### src/rtl/tensor_issue_arbiter_pkg.sv
// Shared defaults and helpers for the tensor issue arbiter.
package tensor_issue_arbiter_pkg;

   localparam int TC_ARB_NUM_REQ  = 2;
   localparam int TC_MAX_INFLIGHT = 4;
   localparam int TC_NUM_THREAD   = 4;
   localparam int TC_XLEN         = 32;
   localparam int TC_DATA_W       = TC_NUM_THREAD * TC_XLEN;
   localparam int TC_REGIDX_W     = 5;
   localparam int TC_REGEXT_W     = 1;
   localparam int TC_RIDX_W       = TC_REGIDX_W + TC_REGEXT_W;
   localparam int TC_WID_W        = 3;
   localparam int TC_RM_W         = 3;

   // Round-robin successor of idx in a ring of n requesters.
   function automatic int rr_next(input int idx, input int n);
      return (idx + 1 >= n) ? 0 : idx + 1;
   endfunction

endpackage

### src/rtl/tensor_issue_arbiter_rr_arbiter.sv
// Combinational round-robin picker: first requesting index at or after ptr.
module rr_arbiter #(
   parameter  int N  = 2,
   localparam int PW = $clog2(N)
) (
   input  logic [N-1:0]  req,
   input  logic [PW-1:0] ptr,
   output logic [N-1:0]  grant,
   output logic [PW-1:0] grant_idx,
   output logic          grant_any
);

   // Scan the ring starting at ptr; the first hit wins.
   always_comb begin
      logic [PW:0]   sum;
      logic [PW-1:0] idx;
      grant     = '0;
      grant_idx = '0;
      grant_any = 1'b0;
      sum       = '0;
      idx       = '0;
      for (int k = 0; k < N; k++) begin
         sum = {1'b0, ptr} + (PW+1)'(k);
         if (sum >= (PW+1)'(N)) begin
            sum = sum - (PW+1)'(N);
         end
         idx = sum[PW-1:0];
         if (!grant_any && req[idx]) begin
            grant[idx] = 1'b1;
            grant_idx  = idx;
            grant_any  = 1'b1;
         end
      end
   end

endmodule

### src/rtl/tensor_issue_arbiter.sv
// Shares one tensor_core_exe between several issue ports: round-robin grant,
// per-warp busy scoreboard, in-flight credit limit and one output register.
module tensor_issue_arbiter
   import tensor_issue_arbiter_pkg::*;
#(
   parameter  int NUM_REQ      = TC_ARB_NUM_REQ,
   parameter  int MAX_INFLIGHT = TC_MAX_INFLIGHT,
   parameter  int DATA_W       = TC_DATA_W,
   parameter  int RIDX_W       = TC_RIDX_W,
   parameter  int WID_W        = TC_WID_W,
   localparam int CNT_W        = $clog2(MAX_INFLIGHT + 1)
) (
   input  logic                      clk,
   input  logic                      rst,
   input  logic [NUM_REQ-1:0]        req_valid_i,
   output logic [NUM_REQ-1:0]        req_ready_o,
   input  logic [NUM_REQ*DATA_W-1:0] req_in1_i,
   input  logic [NUM_REQ*DATA_W-1:0] req_in2_i,
   input  logic [NUM_REQ*DATA_W-1:0] req_in3_i,
   input  logic [NUM_REQ*RIDX_W-1:0] req_reg_idxw_i,
   input  logic [NUM_REQ*WID_W-1:0]  req_wid_i,
   input  logic [NUM_REQ*3-1:0]      req_rm_i,
   output logic [DATA_W-1:0]         exe_in1_o,
   output logic [DATA_W-1:0]         exe_in2_o,
   output logic [DATA_W-1:0]         exe_in3_o,
   output logic [RIDX_W-1:0]         exe_reg_idxw_o,
   output logic [WID_W-1:0]          exe_wid_o,
   output logic [2:0]                exe_rm_o,
   output logic                      exe_valid_o,
   input  logic                      exe_ready_i,
   input  logic                      wb_valid_i,
   input  logic                      wb_ready_i,
   input  logic [WID_W-1:0]          wb_wid_i,
   output logic [CNT_W-1:0]          inflight_o,
   output logic                      idle_o
);

   localparam int PTR_W    = $clog2(NUM_REQ);
   localparam int NUM_WARP = 1 << WID_W;

   logic [PTR_W-1:0]    ptr_reg, ptr_next;
   logic [NUM_WARP-1:0] busy_reg, busy_next;
   logic [CNT_W-1:0]    inflight_reg, inflight_next;

   logic                exe_valid_reg;
   logic [DATA_W-1:0]   exe_in1_reg, exe_in2_reg, exe_in3_reg;
   logic [RIDX_W-1:0]   exe_ridx_reg;
   logic [WID_W-1:0]    exe_wid_reg;
   logic [2:0]          exe_rm_reg;

   logic [NUM_REQ-1:0]  eligible, grant;
   logic [PTR_W-1:0]    grant_idx;
   logic                grant_any;
   logic                issue_en, accept, complete;
   logic [WID_W-1:0]    sel_wid;

   // A requester is eligible only if its warp has nothing in flight (registered busy, no bypass).
   generate
      for (genvar gi = 0; gi < NUM_REQ; gi++) begin : g_elig
         assign eligible[gi] = req_valid_i[gi] & ~busy_reg[req_wid_i[gi*WID_W +: WID_W]];
      end
   endgenerate

   rr_arbiter #(.N(NUM_REQ)) u_rr (
      .req       (eligible),
      .ptr       (ptr_reg),
      .grant     (grant),
      .grant_idx (grant_idx),
      .grant_any (grant_any)
   );

   assign issue_en    = ~rst & (~exe_valid_reg | exe_ready_i) &
                        (inflight_reg < CNT_W'(MAX_INFLIGHT));
   assign req_ready_o = issue_en ? grant : '0;
   assign accept      = issue_en & grant_any;
   assign complete    = wb_valid_i & wb_ready_i;
   assign sel_wid     = req_wid_i[int'(grant_idx)*WID_W +: WID_W];

   // Next-state for pointer, scoreboard and credit counter; a clear is applied before a set.
   always_comb begin
      ptr_next      = ptr_reg;
      busy_next     = busy_reg;
      inflight_next = inflight_reg;
      if (accept) begin
         ptr_next = PTR_W'(rr_next(int'(grant_idx), NUM_REQ));
      end
      if (complete) begin
         busy_next[wb_wid_i] = 1'b0;
      end
      if (accept) begin
         busy_next[sel_wid] = 1'b1;
      end
      case ({accept, complete})
         2'b10:   inflight_next = inflight_reg + 1'b1;
         2'b01:   inflight_next = (inflight_reg != '0) ? inflight_reg - 1'b1 : '0;
         default: inflight_next = inflight_reg;
      endcase
   end

   // Arbitration and tracking state.
   always_ff @(posedge clk or posedge rst) begin
      if (rst) begin
         ptr_reg      <= '0;
         busy_reg     <= '0;
         inflight_reg <= '0;
      end else begin
         ptr_reg      <= ptr_next;
         busy_reg     <= busy_next;
         inflight_reg <= inflight_next;
      end
   end

   // Output stage: load on accept, empty on drain, otherwise hold stable.
   always_ff @(posedge clk or posedge rst) begin
      if (rst) begin
         exe_valid_reg <= 1'b0;
         exe_in1_reg   <= '0;
         exe_in2_reg   <= '0;
         exe_in3_reg   <= '0;
         exe_ridx_reg  <= '0;
         exe_wid_reg   <= '0;
         exe_rm_reg    <= '0;
      end else if (accept) begin
         exe_valid_reg <= 1'b1;
         exe_in1_reg   <= req_in1_i[int'(grant_idx)*DATA_W +: DATA_W];
         exe_in2_reg   <= req_in2_i[int'(grant_idx)*DATA_W +: DATA_W];
         exe_in3_reg   <= req_in3_i[int'(grant_idx)*DATA_W +: DATA_W];
         exe_ridx_reg  <= req_reg_idxw_i[int'(grant_idx)*RIDX_W +: RIDX_W];
         exe_wid_reg   <= sel_wid;
         exe_rm_reg    <= req_rm_i[int'(grant_idx)*3 +: 3];
      end else if (exe_ready_i) begin
         exe_valid_reg <= 1'b0;
      end
   end

   // A writeback with nothing in flight means the downstream unit is misbehaving.
   assert property (@(posedge clk) disable iff (rst) !(complete && inflight_reg == '0));

   assign exe_valid_o    = exe_valid_reg;
   assign exe_in1_o      = exe_in1_reg;
   assign exe_in2_o      = exe_in2_reg;
   assign exe_in3_o      = exe_in3_reg;
   assign exe_reg_idxw_o = exe_ridx_reg;
   assign exe_wid_o      = exe_wid_reg;
   assign exe_rm_o       = exe_rm_reg;
   assign inflight_o     = inflight_reg;
   assign idle_o         = (inflight_reg == '0) & ~exe_valid_reg;

endmodule

### config.mk
export PLATFORM = sky130hd
export DESIGN_NAME = tensor_issue_arbiter
export DESIGN_NICKNAME = d
export VERILOG_FILES = /design/src/rtl/tensor_issue_arbiter_pkg.sv /design/src/rtl/tensor_issue_arbiter_rr_arbiter.sv /design/src/rtl/tensor_issue_arbiter.sv
export SDC_FILE = /design/constraint.sdc
export NUM_CORES = 1
export LEC_CHECK = 0
export BUFFER_PORTS_ARGS = -buffer_cell sky130_fd_sc_hd__buf_2
export CORE_AREA = 2 2 472 474
export CTS_CLUSTER_SIZE = 30
export DETAILED_ROUTE_END_ITERATION = 10
export DIE_AREA = 0 0 474 476
export PLACE_DENSITY = 0.38
export SYNTH_ARGS = -nofsm -noshare
export SYNTH_HDL_FRONTEND = slang
export SYNTH_SLANG_ARGS = --single-unit
### constraint.sdc
create_clock -name clk -period 33.1 [get_ports clk]
set_input_delay 1.655 -clock clk [delete_from_list [all_inputs] [get_ports clk]]
set_output_delay 1.655 -clock clk [all_outputs]
set_load 0.01 [all_outputs]
==> results of run 1 <==
==> cells in the mapped netlist (2+ instances only) <==
cell type	number	share of area, %
nand2_1	9	0.14
o21ai_1	5	0.11
buf_12	20	1.7
nor2_1	14	0.22
inv_1	8	0.13
a21o_1	2	0.063
and2_1	2	0.053
nor2b_1	6	0.16
buf_6	54	2.6
o31ai_1	6	0.19
a21oi_2	380	14
mux2i_1	407	17
buf_8	20	1.3
nand2b_1	4	0.11
ha_1	5	0.26
a21oi_1	17	0.36
nor2_4	293	14
nor2_2	93	2.5
o21ai_0	10	0.21
buf_2	40	0.85
dfrtp_1	409	43
o21a_1	2	0.063
==> worst max-delay path: stages <==
cell     delay, ns
buf_2         0.19
mux2i_1       0.22
a22oi_1       0.11
a31oi_2       0.42
o21a_4        0.58
buf_12        0.67
buf_4         0.84
buf_4         0.77
buf_4         0.92
a21oi_2       0.10
==> logic make-up (layout without fill, tap and decap cells) <==
| family | count (synthesis) | count (layout) | share of synthesized area (%) |
|---|---|---|---|
| muxes | 409 | 409 | 17.37 |
| and+or+nand+nor | 425 | 425 | 17.20 |
| AOI/OAI and AO/OA | 428 | 428 | 15.33 |
| DFF | 409 | 409 | 43.28 |
| adders and majority gates | 5 | 5 | 0.2646 |
| buffers and inverters | 145 | 1344 | 6.556 |
| other | 0 | 13 | 0 |
==> power groups by stage <==
stage          registers (uW)  logic (uW)  clock network, uW
3_3_place_gp              984        1460                  0
6_report                  981        1420                616
4_1_cts                   986        1470                649
3_5_place_dp              990        1460                  0
2_1_floorplan            1080         845                  0
5_1_grt                  1010        1550                666
==> routing by layer <==
| metal | share of wire (%) | global-route usage (%) | routed length [um] |
|---|---|---|---|
| met5 | 0.29 | 0 | 353 |
| met4 | 3.0 | 2.937 | 3706 |
| met3 | 10 | 4.400 | 12540 |
| met2 | 47 | 17.33 | 57500 |
| met1 | 40 | 12.15 | 49300 |
==> final cells by class <==
type                    instances  area share [%]
multi-input cells            1267           34.92
flip-flops and latches        409           30.07
repair buffers               1238           18.53
well taps                    2975           10.94
clock buffers                  90           5.055
clock inverters                 7          0.2720
inverters                       9          0.1213
diodes                         13         0.09558
==> metrics by stage <==
step / hold WS [ns] / area (um^2) / total power, uW / std cells / worst slack [ns]
floorplan: 0.4731 / 23650 / 1927 / 1821 / 20.07
global placement: 0.5077 / 32190 / 2445 / 5898 / 25.90
detailed placement: 0.5113 / 32190 / 2454 / 5898 / 25.91
CTS: 0.5271 / 34000 / 3103 / 5995 / 26.68
global route: 0.5418 / 34010 / 3232 / 5997 / 26.44
finish: 0.5224 / 34040 / 3021 / 6008 / 26.72
==> how the worst min path moves through the flow <==
stage | startpoint | endpoint | slack, ns | cells past startpoint
finish | exe_in3_o[39] | exe_in3_o[39] | 0.52 | 2
global route | exe_in3_o[39] | exe_in3_o[39] | 0.54 | 2
CTS | exe_in3_o[49] | exe_in3_o[49] | 0.53 | 2
detailed placement | exe_in3_o[49] | exe_in3_o[49] | 0.51 | 2
global placement | exe_in3_o[14] | exe_in3_o[14] | 0.51 | 2
floorplan | ptr_reg | ptr_reg | 0.47 | 1
==> results.txt, run 1 <==
----------------------------------------------------
[Outcome]
  Result of the run ... completed

[Timing]
  Number of endpoints failing setup at the final stage ... 0
  Maximum operating frequency ... 156.7 MHz
  Crit path time final ... 6.380 ns
  Final Skew ... 0.01646 ns
  Total negative slack ... 0 ns
  Number of hold violations in the final report ... 0
  Ratio of final minimum period to clock period ... 19.27%
  Transition time at the pin with the least slew margin ... 1.157 ns
  Slew HR ... 22.84%
  Number of pins exceeding their max-slew limit in the final report ... 0
  Setup repair after global routing missed its margin ... no

[Worst setup path]
  Crit path required time ... 33.59 ns
  Worst reg2reg path startpoint ... exe_valid_o
  Setup slack on the worst flop-to-flop path ... 27.37 ns
  Critical Path AT ... 6.87 ns
  Endpoint of the worst-slack reg-to-reg timing path ... exe_in2_o[102]
  Capturing element type of the critical path ... flip-flop
  Logic depth of the worst register-to-register path ... 8
  Maximum fanout along the worst path ... 105
  Type of the worst setup path ... primary input to flip-flop
  Category of the worst setup path launch point ... primary input
  End point of the critical path ... exe_in2_o[102]
  Crit. Startpoint ... req_wid_i[3]

[Detailed routing]
  First-pass DRT Iterations ... 5
  Routed wirelength normalized by instance count ... 20.54 um
  Post-detailed-route count of antenna-violating nets ... 0
  Residual DRC count ... 0
  Routed wire length ... 123,400 um
  Total vias in the final route ... 18,320
  Via density per instance ... 3.049
  Iteration-0 DRC Markers ... 756

[Floorplanning]
  Die Span Y ... 476 um
  Die extent in x ... 474 um
  Area of the core region ... 221,000 um^2
  Standard-cell rows ... 173
  Starting density of the core ... 10.70%
  Die footprint ... 225,600 um^2
  Boundary Pins ... 1,205

[Yosys]
  Post-synthesis cell area ... 23,650 um^2
  Sequential fraction of the synthesis area ... 43.28%
  Number of enable flip-flop cells after synthesis ... 0
  Count of synthesis-stage warnings from yosys ... 0
  Main synth FF type ... dfrtp_1
  Gate count after technology mapping ... 1,821
  Async S/R FF share, synth ... 100.0%
  Syn_nets ... 2,628
  Unique masters post-synth ... 37
  #FFs+latches synth ... 409
  Syn avg cell area ... 12.99 um^2

[Clocking]
  Count of instances resized after the clock tree is built ... 0
  Hold buffer count at CTS ... 0
  Worst-case clock buffer depth ... 3
  Worst-Skew Late Latency ... 0.65 ns
  Post-CTS Setup Bufs ... 0
  Register clock-pin slew on the reported worst setup and hold paths ... 0.06 ns
  Deepest level of the CTS H-tree ... 2
  Buffer type at the clock tree root ... clkbuf_16
  TritonCTS clock tree ... yes
  Number of buffers created by CTS ... 54
  CTS sink cnt ... 409

[Power and ir drop]
  Total internal power ... 1711 uW
  Total power per unit cell area ... 88.76 nW/um^2
  Standby leakage power ... 0.01537 uW
  Gate power share ... 47.1%
  Share of total power in sequential cells ... 32.5%
  Net switching power ... 1309 uW
  IR drop worst, VDD ... 0.00003432 V
  Clock Power Share ... 20.4%
  Share of total power consumed by net switching ... 43.34%

[Global route]
  First-pass GRT wire length ... 160,900 um
  Initial antenna violation count ... 87
  Via count of the first global-routing pass ... 18,750
  Global router's overall resource usage ... 10.41%
  Pin count of the biggest net entering global routing ... 122
  Congestion Overflow GR ... 0

[Place]
  Global placement routability congestion ... 0.8035
  Number of buffers inserted by port buffering ... 1,204
  Detailed Place HPWL ... 103,600 um

[Min path]
  Hold/Removal Path Class ... flip-flop to flip-flop

[Final layout]
  Leading cell type in the layout, fill and taps excluded ... buf_2
  Sequential Area ... 10,230 um^2
  Fin nets ... 3,786
  Count of fill cells added during filler insertion ... 24,950
  Most frequent cells in the layout ... buf_2 (1,204), dfrtp_1 (409), mux2i_1 (407)
  Fraction of layout cells with a size suffix above 1 ... 69.34%
  Final core utilization ... 15.40%
  Multi-input combinational cell area ... 11,890 um^2
  Signed area change from the synthesized netlist to the final layout ... 43.93%

[Run]
  Reported max-cap violation count ... 0

----------------------------------------------------
Power figures use the tool's default switching activity.
==> run 2, diff against run 1 <==
ABC_AREA = 1   (was not set)
CORE_AREA = 2 2 466 468   (was 2 2 472 474)
DIE_AREA = 0 0 468 470   (was 0 0 474 476)
PLACE_DENSITY = 0.37   (was 0.38)
clock period = 5.2 ns   (was 33.1 ns; I/O delays follow)
==> run 2 against run 1 <==
Final cell count increased by 32%; synthesized area decreased by 13%; hold slack worse by 0.49 ns; sequential power increased to 5.6 times the previous value; synthesized cell count is 69% higher; largest cell class is now non-clock buffers.
==> results.txt, run 2 <==
----------------------------------------------------
[Worst setup path]
  Maximum fanout along the worst path ... 69 (was 105)
  Crit path required time ... 5.82 ns (was 33.59 ns)
  Critical Path AT ... 3.83 ns (was 6.87 ns)
  Capturing element type of the critical path ... flip-flop (unchanged)
  Type of the worst setup path ... flip-flop to flip-flop (was primary input to flip-flop)
  Category of the worst setup path launch point ... flip-flop (was primary input)
  Setup slack on the worst flop-to-flop path ... 1.99 ns (was 27.37 ns)

[Timing]
  Number of endpoints failing setup at the final stage ... 0 (unchanged)
  Setup repair after global routing missed its margin ... no (unchanged)
  Final Skew ... 0.03406 ns (was 0.01646 ns)
  Maximum operating frequency ... 311.7 MHz
  Crit path time final ... 3.208 ns
  Transition time at the pin with the least slew margin ... 1.035 ns (was 1.157 ns)
  Slew HR ... 30.97% (was 22.84%)
  Ratio of final minimum period to clock period ... 61.69%
  Total negative slack ... 0 ns (unchanged)
  Number of pins exceeding their max-slew limit in the final report ... 0 (unchanged)
  Number of hold violations in the final report ... 0 (unchanged)

[Final layout]
  Final Instance Count excl. Fillers ... 7,932 (was 6,008)
  Fraction of layout cells with a size suffix above 1 ... 26.92% (was 69.34%)
  Most frequent cells in the layout ... nand2_1 (2,413), buf_2 (1,204), dlygate4sd3_1 (779) (was buf_2 (1,204), dfrtp_1 (409), mux2i_1 (407))
  Fin nets ... 5,808 (was 3,786)
  Count of fill cells added during filler insertion ... 24,680 (was 24,950)
  Sequential Area ... 10,230 um^2 (unchanged)
  Multi-input combinational cell area ... 9472 um^2 (was 11,890 um^2)
  Signed area change from the synthesized netlist to the final layout ... 92.54% (was 43.93%)
  Leading cell type in the layout, fill and taps excluded ... nand2_1 (was buf_2)
  Cell area after layout ... 39,790 um^2 (was 34,040 um^2)

[Global route]
  Global router's overall resource usage ... 12.56% (was 10.41%)
  Via count of the first global-routing pass ... 27,710 (was 18,750)
  Initial antenna violation count ... 109 (was 87)
  Pin count of the biggest net entering global routing ... 149 (was 122)
  First-pass GRT wire length ... 197,400 um (was 160,900 um)
  Congestion Overflow GR ... 0 (unchanged)

[Floorplanning]
  Area of the core region ... 215,700 um^2 (was 221,000 um^2)
  Die Span Y ... 470 um (was 476 um)
  Die extent in x ... 468 um (was 474 um)
  Starting density of the core ... 9.583% (was 10.70%)
  Boundary Pins ... 1,205 (unchanged)
  Die footprint ... 220,000 um^2 (was 225,600 um^2)
  Standard-cell rows ... 171 (was 173)

[Yosys]
  Ranking of synthesized cells by area ... dfrtp_1 (50%), nand2_1 (44%), buf_2 (3.5%) (was dfrtp_1 (43%), mux2i_1 (17%), a21oi_2 (14%))
  Most frequently used cell type in the post-synthesis netlist ... nand2_1 (was dfrtp_1)
  Unique masters post-synth ... 25 (was 37)
  #FFs+latches synth ... 409 (unchanged)
  Syn_nets ... 3,890 (was 2,628)
  Fraction of post-synthesis cell area in the top cell type by area ... 49.52% (was 43.28%)
  Syn avg cell area ... 6.704 um^2 (was 12.99 um^2)
  Count of synthesis-stage warnings from yosys ... 0 (unchanged)
  Post-synthesis cell area ... 20,670 um^2 (was 23,650 um^2)
  Number of enable flip-flop cells after synthesis ... 0 (unchanged)
  Library cell with the largest summed area after synthesis ... dfrtp_1 (unchanged)
  Top cell types by occurrence after synthesis ... nand2_1 (2,413), dfrtp_1 (409), buf_2 (143) (was dfrtp_1 (409), mux2i_1 (407), a21oi_2 (380))
  Async S/R FF share, synth ... 100.0% (unchanged)
  Sequential fraction of the synthesis area ... 49.52% (was 43.28%)
  Main synth FF type ... dfrtp_1 (unchanged)
  Gate count after technology mapping ... 3,083 (was 1,821)

[Detailed routing]
  Routed wirelength normalized by instance count ... 18.18 um (was 20.54 um)
  First-pass DRT Iterations ... 5 (unchanged)
  Routed wire length ... 144,200 um (was 123,400 um)
  Residual DRC count ... 0 (unchanged)
  Via density per instance ... 3.418 (was 3.049)
  Iteration-0 DRC Markers ... 1,420 (was 756)
  Post-detailed-route count of antenna-violating nets ... 0 (unchanged)
  Total vias in the final route ... 27,120 (was 18,320)

[Place]
  Detailed Place HPWL ... 113,300 um (was 103,600 um)
  Post-DP Area ... 29,970 um^2 (was 32,190 um^2)
  Global placement routability congestion ... 0.9182 (was 0.8035)
  Placed instance count ... 7,017 (was 5,898)
  Number of buffers inserted by port buffering ... 1,204 (unchanged)

[Clocking]
  Worst-case clock buffer depth ... 3 (unchanged)
  Buffer type at the clock tree root ... clkbuf_16 (unchanged)
  Post-CTS Setup Bufs ... 0 (unchanged)
  Register clock-pin slew on the reported worst setup and hold paths ... 0.06 ns (about the same)
  Deepest level of the CTS H-tree ... 2 (unchanged)
  Number of buffers created by CTS ... 57 (was 54)
  Worst-Skew Late Latency ... 0.67 ns (was 0.65 ns)
  CTS sink cnt ... 409 (unchanged)
  Count of instances resized after the clock tree is built ... 0 (unchanged)
  TritonCTS clock tree ... yes (unchanged)

[Run]
  Reported max-cap violation count ... 0 (unchanged)

[Power and ir drop]
  IR drop worst, VDD ... 0.0002441 V (was 0.00003432 V)
  Total power per unit cell area ... 447.2 nW/um^2 (was 88.76 nW/um^2)
  Standby leakage power ... 0.02184 uW (was 0.01537 uW)

[Outcome]
  Result of the run ... completed (unchanged)

[Min path]
  Hold/Removal Path Class ... primary input to flip-flop (was flip-flop to flip-flop)

----------------------------------------------------
## run 2: cell types whose count changed after synthesis, moves of 53 or more
cell	before	now
a21oi_2	380	1
nor2_2	93	2
nor2_4	293	0
mux2i_1	407	0
nand2_1	9	2413
buf_2	40	143
buf_6	54	1
## run 2: path summary, 6_finish.rpt
check	to	depth (start not counted)	start
min reg2reg	exe_in1_o[96]	2	exe_in1_o[96]
max in group asynchronous	exe_in1_o[79]	4	rst
min in group asynchronous	exe_in2_o[4]	3	rst
max	exe_in2_o[78]	14	busy_reg[4]
max reg2reg	exe_in2_o[78]	14	busy_reg[4]
min	exe_in1_o[87]	5	req_in1_i[87]
## run 2: stage by stage
step           hold slack [ns]  setup WS, ns  power, uW  utilization (%)
2_1_floorplan           0.3564       -0.5716       8861                -
3_3_place_gp            0.4525         2.262      12680            13.90
3_5_place_dp            0.4494         2.360      12680            13.90
4_1_cts               0.002583         1.847      18200            18.41
5_1_grt                0.01522         1.729      19170            18.43
6_report               0.03686         1.992      17790            18.45
## run 2: routing by layer
metal / vias up / routed length, um / GRT usage, %
met3: 287 / 15550 / 5.505
met2: 1133 / 62560 / 19.86
met4: 68 / 8207 / 6.546
met5: - / 415 / 0
met1: 12520 / 57490 / 14.20
li1: 13100 / - / -
## run 2: logic make-up after synthesis
kind of cell,after synthesis,synth area share [%]
AND/OR/NAND/NOR,2448,44.77
flip-flops,409,49.52
buffers and inverters,196,4.716
AO/OA/AOI/OAI,25,0.6902
adder cells (fa/ha/maj),5,0.3027
## run 2: worst max-delay path, cell delays in order (launching register included)
cell	delay, ns
dfrtp_1	0.43
nand2_1	0.09
nand3_1	0.06
nand3_1	0.08
nand2_2	0.09
nor2_8	0.22
nand2_8	0.13
inv_8	0.29
buf_12	0.35
buf_12	0.25
nand2_1	0.07
nand2_1	0.12
dlygate4sd3_1	0.65
nand2_1	0.07
nand2_1	0.09
## run 2: power breakdown
part,total [uW],switching (uW),internal (uW)
clock,4190,1690,2500
sequential,5510,876,4630
combinational,8100,4790,3320
## run 2: cell type report
type | instances | area share, %
sequential | 409 | 25.72
clock inverter | 22 | 0.8081
antenna | 37 | 0.2327
clock buffer | 77 | 4.053
inverter | 22 | 0.2547
tap | 2854 | 8.974
multi-input combinational | 2478 | 23.80
timing repair buffer | 2033 | 36.15
## run 2: repair_timing
action / in CTS / in global routing
endpoints found under the setup margin: 0 / 0
hold buffers: 779 / 0
endpoints found under the hold margin: 417 / 0
==> run 3, diff against run 2 <==
clock period = 3.1 ns   (was 5.2 ns; I/O delays follow)
==> run 3 against run 2 <==
Hold slack worse by 0.030 ns; sequential share of layout area is 0.43 points lower; combinational power is 73% higher; register-to-register slack worse by 1.9 ns; final cell count is 0.73% higher; largest cell class unchanged; core utilization is 0.32 points higher.
==> results.txt, run 3 (same netlist as run 2, synthesis figures left out) <==
----------------------------------------------------
[Final layout]
  Fraction of layout cells with a size suffix above 1 ... 27.28% (was 26.92%)
  Fin nets ... 5,869 (was 5,808)
  Cell area after layout ... 40,470 um^2 (was 39,790 um^2)
  Signed area change from the synthesized netlist to the final layout ... 95.83% (was 92.54%)
  Most frequent cells in the layout ... nand2_1 (2,412), buf_2 (1,204), dlygate4sd3_1 (802) (was nand2_1 (2,413), buf_2 (1,204), dlygate4sd3_1 (779))
  Count of fill cells added during filler insertion ... 24,670 (was 24,680)
  Leading cell type in the layout, fill and taps excluded ... nand2_1 (unchanged)

[Timing]
  Number of pins exceeding their max-slew limit in the final report ... 0 (unchanged)
  Maximum operating frequency ... 333.5 MHz (was 311.7 MHz)
  Crit path time final ... 2.999 ns (was 3.208 ns)
  Ratio of final minimum period to clock period ... 96.74% (was 61.69%)
  Slew HR ... 56.73% (was 30.97%)
  Transition time at the pin with the least slew margin ... 0.6466 ns (was 1.035 ns)
  Number of hold violations in the final report ... 0 (unchanged)
  Number of endpoints failing setup at the final stage ... 0 (unchanged)
  Final-layout worst hold slack ... 0.007164 ns (was 0.03686 ns)
  Setup repair after global routing missed its margin ... yes (was no)
  Final Skew ... 0.02168 ns (was 0.03406 ns)

[Worst setup path]
  Critical Path AT ... 3.59 ns (was 3.83 ns)
  Capturing element type of the critical path ... flip-flop (unchanged)
  Category of the worst setup path launch point ... flip-flop (unchanged)
  Slowest cell delay on critical path ... 0.55 ns (was 0.65 ns)
  Maximum fanout along the worst path ... 72 (was 69)
  Crit path required time ... 3.70 ns (was 5.82 ns)
  Critical Path, Cell by Cell ... nand2_1 > nand3_1 > nand3_1 > nand4_4 > nand2_8 > buf_12 > nand2_1 > nand2_1 > dlygate4sd3_1 > nand2_1 > nand2_1 (was nand2_1 > nand3_1 > nand3_1 > nand2_2 > nor2_8 > nand2_8 > inv_8 > buf_12 > buf_12 > nand2_1 > nand2_1 > dlygate4sd3_1 > nand2_1 > nand2_1)
  Type of the worst setup path ... flip-flop to flip-flop (unchanged)
  Cell at the slowest stage of the critical path ... dlygate4sd3_1 (unchanged)
  Buf/Inv on CP ... 2 (was 4)
  Setup slack on the worst flop-to-flop path ... 0.10 ns (was 1.99 ns)
  Most common cell type on the critical path ... nand2_1 (unchanged)
  Worst reg2reg path startpoint ... busy_reg[3] (was busy_reg[4])
  Crit. Startpoint ... busy_reg[3] (was busy_reg[4])
  Cell type group with the largest total delay on the critical path ... simple AND/OR/NAND/NOR gates (was buffers and inverters)

[Clocking]
  Worst-case clock buffer depth ... 3 (unchanged)
  Deepest level of the CTS H-tree ... 2 (unchanged)
  Worst-Skew Late Latency ... 0.66 ns (was 0.67 ns)
  Buffer type at the clock tree root ... clkbuf_16 (unchanged)
  Number of buffers created by CTS ... 53 (was 57)
  TritonCTS clock tree ... yes (unchanged)
  CTS sink cnt ... 409 (unchanged)
  Register clock-pin slew on the reported worst setup and hold paths ... 0.06 ns (about the same)

[Global route]
  Pin count of the biggest net entering global routing ... 85 (was 149)
  Congestion Overflow GR ... 0 (unchanged)
  Global router's overall resource usage ... 12.74% (was 12.56%)
  First-pass GRT wire length ... 200,300 um (was 197,400 um)
  Via count of the first global-routing pass ... 27,560 (was 27,710)
  Initial antenna violation count ... 102 (was 109)

[Floorplanning]
  Die footprint ... 220,000 um^2 (unchanged)
  Standard-cell rows ... 171 (unchanged)
  Boundary Pins ... 1,205 (unchanged)
  Die Span Y ... 470 um (unchanged)
  Starting density of the core ... 9.583% (unchanged)
  Die extent in x ... 468 um (unchanged)
  Area of the core region ... 215,700 um^2 (unchanged)

[Detailed routing]
  Post-detailed-route count of antenna-violating nets ... 0 (unchanged)
  Iteration-0 DRC Markers ... 1,434 (was 1,420)
  Via density per instance ... 3.418 (about the same)
  Met3 routed wirelength ... 14,940 um (was 15,550 um)
  Routed wire length on met2 ... 66,720 um (was 62,560 um)
  First-pass DRT Iterations ... 7 (was 5)
  Total routed wire length on the met1 layer ... 58,980 um (was 57,490 um)
  Residual DRC count ... 0 (unchanged)
  Total vias in the final route ... 27,310 (was 27,120)
  Routed wirelength normalized by instance count ... 18.32 um (was 18.18 um)
  Highest signal layer in the routed design ... met5 (unchanged)
  Routed wire length ... 146,400 um (was 144,200 um)

[Outcome]
  Result of the run ... completed (unchanged)

[Min path]
  Min-Delay Startpoint ... req_in1_i[45] (was req_in1_i[87])
  Hold/Removal Path Class ... primary input to flip-flop (unchanged)

[Place]
  Detailed Place HPWL ... 116,800 um (was 113,300 um)
  Global placement routability congestion ... 0.9251 (was 0.9182)
  Number of buffers inserted by port buffering ... 1,204 (unchanged)
  Post-DP Area ... 30,470 um^2 (was 29,970 um^2)

[Power and ir drop]
  IR drop worst, VDD ... 0.0004500 V (was 0.0002441 V)
  Total power per unit cell area ... 741.3 nW/um^2 (was 447.2 nW/um^2)
  Standby leakage power ... 0.02214 uW (was 0.02184 uW)

[Run]
  Reported max-cap violation count ... 0 (unchanged)

----------------------------------------------------
[run 3: cell count changes in the layout (fill, tap and decap cells not counted), sizes merged]
cell and delta:
clkbuf +4, dlygate4sd3 +23, nand2 +1, clkinv -11, buf +41, clkinvlp +1
bufinv -1
[run 3: path summary, 6_finish.rpt]
kind                            endpoint  cells after the start
setup / recovery           exe_in1_o[99]                     11
hold / removal             exe_in1_o[45]                      5
setup reg to reg           exe_in1_o[99]                     11
hold reg to reg            exe_in3_o[63]                      2
max in group asynchronous  exe_in1_o[30]                      6
min in group asynchronous   exe_in2_o[4]                      4
[run 3: cell type report]
| cell class | count | area, um^2 | area share [%] |
|---|---|---|---|
| clock inverters | 11 | 215.2 | 0.5317 |
| repair buffers | 2097 | 15150 | 37.43 |
| well taps | 2854 | 3571 | 8.823 |
| flip-flops and latches | 409 | 10230 | 25.29 |
| clock buffers | 81 | 1614 | 3.988 |
| multi-input cells | 2479 | 9494 | 23.46 |
| diodes | 37 | 92.59 | 0.2288 |
| inverters | 22 | 101.3 | 0.2504 |
[run 3: stage by stage]
step           total power (uW)  worst slack (ns)  setup TNS (ns)  std cells  utilization, %
2_1_floorplan             14860            -2.567        -1049.76       3083               -
3_3_place_gp              21590            0.6088               0       7055           14.13
3_5_place_dp              21590            0.6195               0       7055           14.13
4_1_cts                   30620           0.07922               0       7949           18.70
5_1_grt                   32320         -0.003598       -0.003598       7966           18.74
6_report                  30000            0.1011               0       7990           18.77
[run 3: timing repair]
item,4_1_cts,5_1_grt
setup endpoints to repair,0,4
resized for setup,0,2
buffers inserted,0,3
hold buffers,802,0
hold endpoints to repair,558,0
[run 3: layer usage]
metal | GRT usage (%) | vias to the layer above
li1 | - | 13240
met1 | 14.69 | 12710
met2 | 21.09 | 1101
met3 | 5.108 | 218
met4 | 4.622 | 46
met5 | 0 | -
[run 3: power by group]
part	switching, uW	total [uW]	internal [uW]
Combinational	8120	14000	5850
Sequential	1540	9310	7770
Clock	2680	6730	4040
Total	12300	30000	17700
[run 3: worst min-delay path: stages]
cell     delay (ns)
buf_2          0.11
nand2_1        0.16
nand2_1        0.11
nand2_1        0.04
nand2_1        0.04
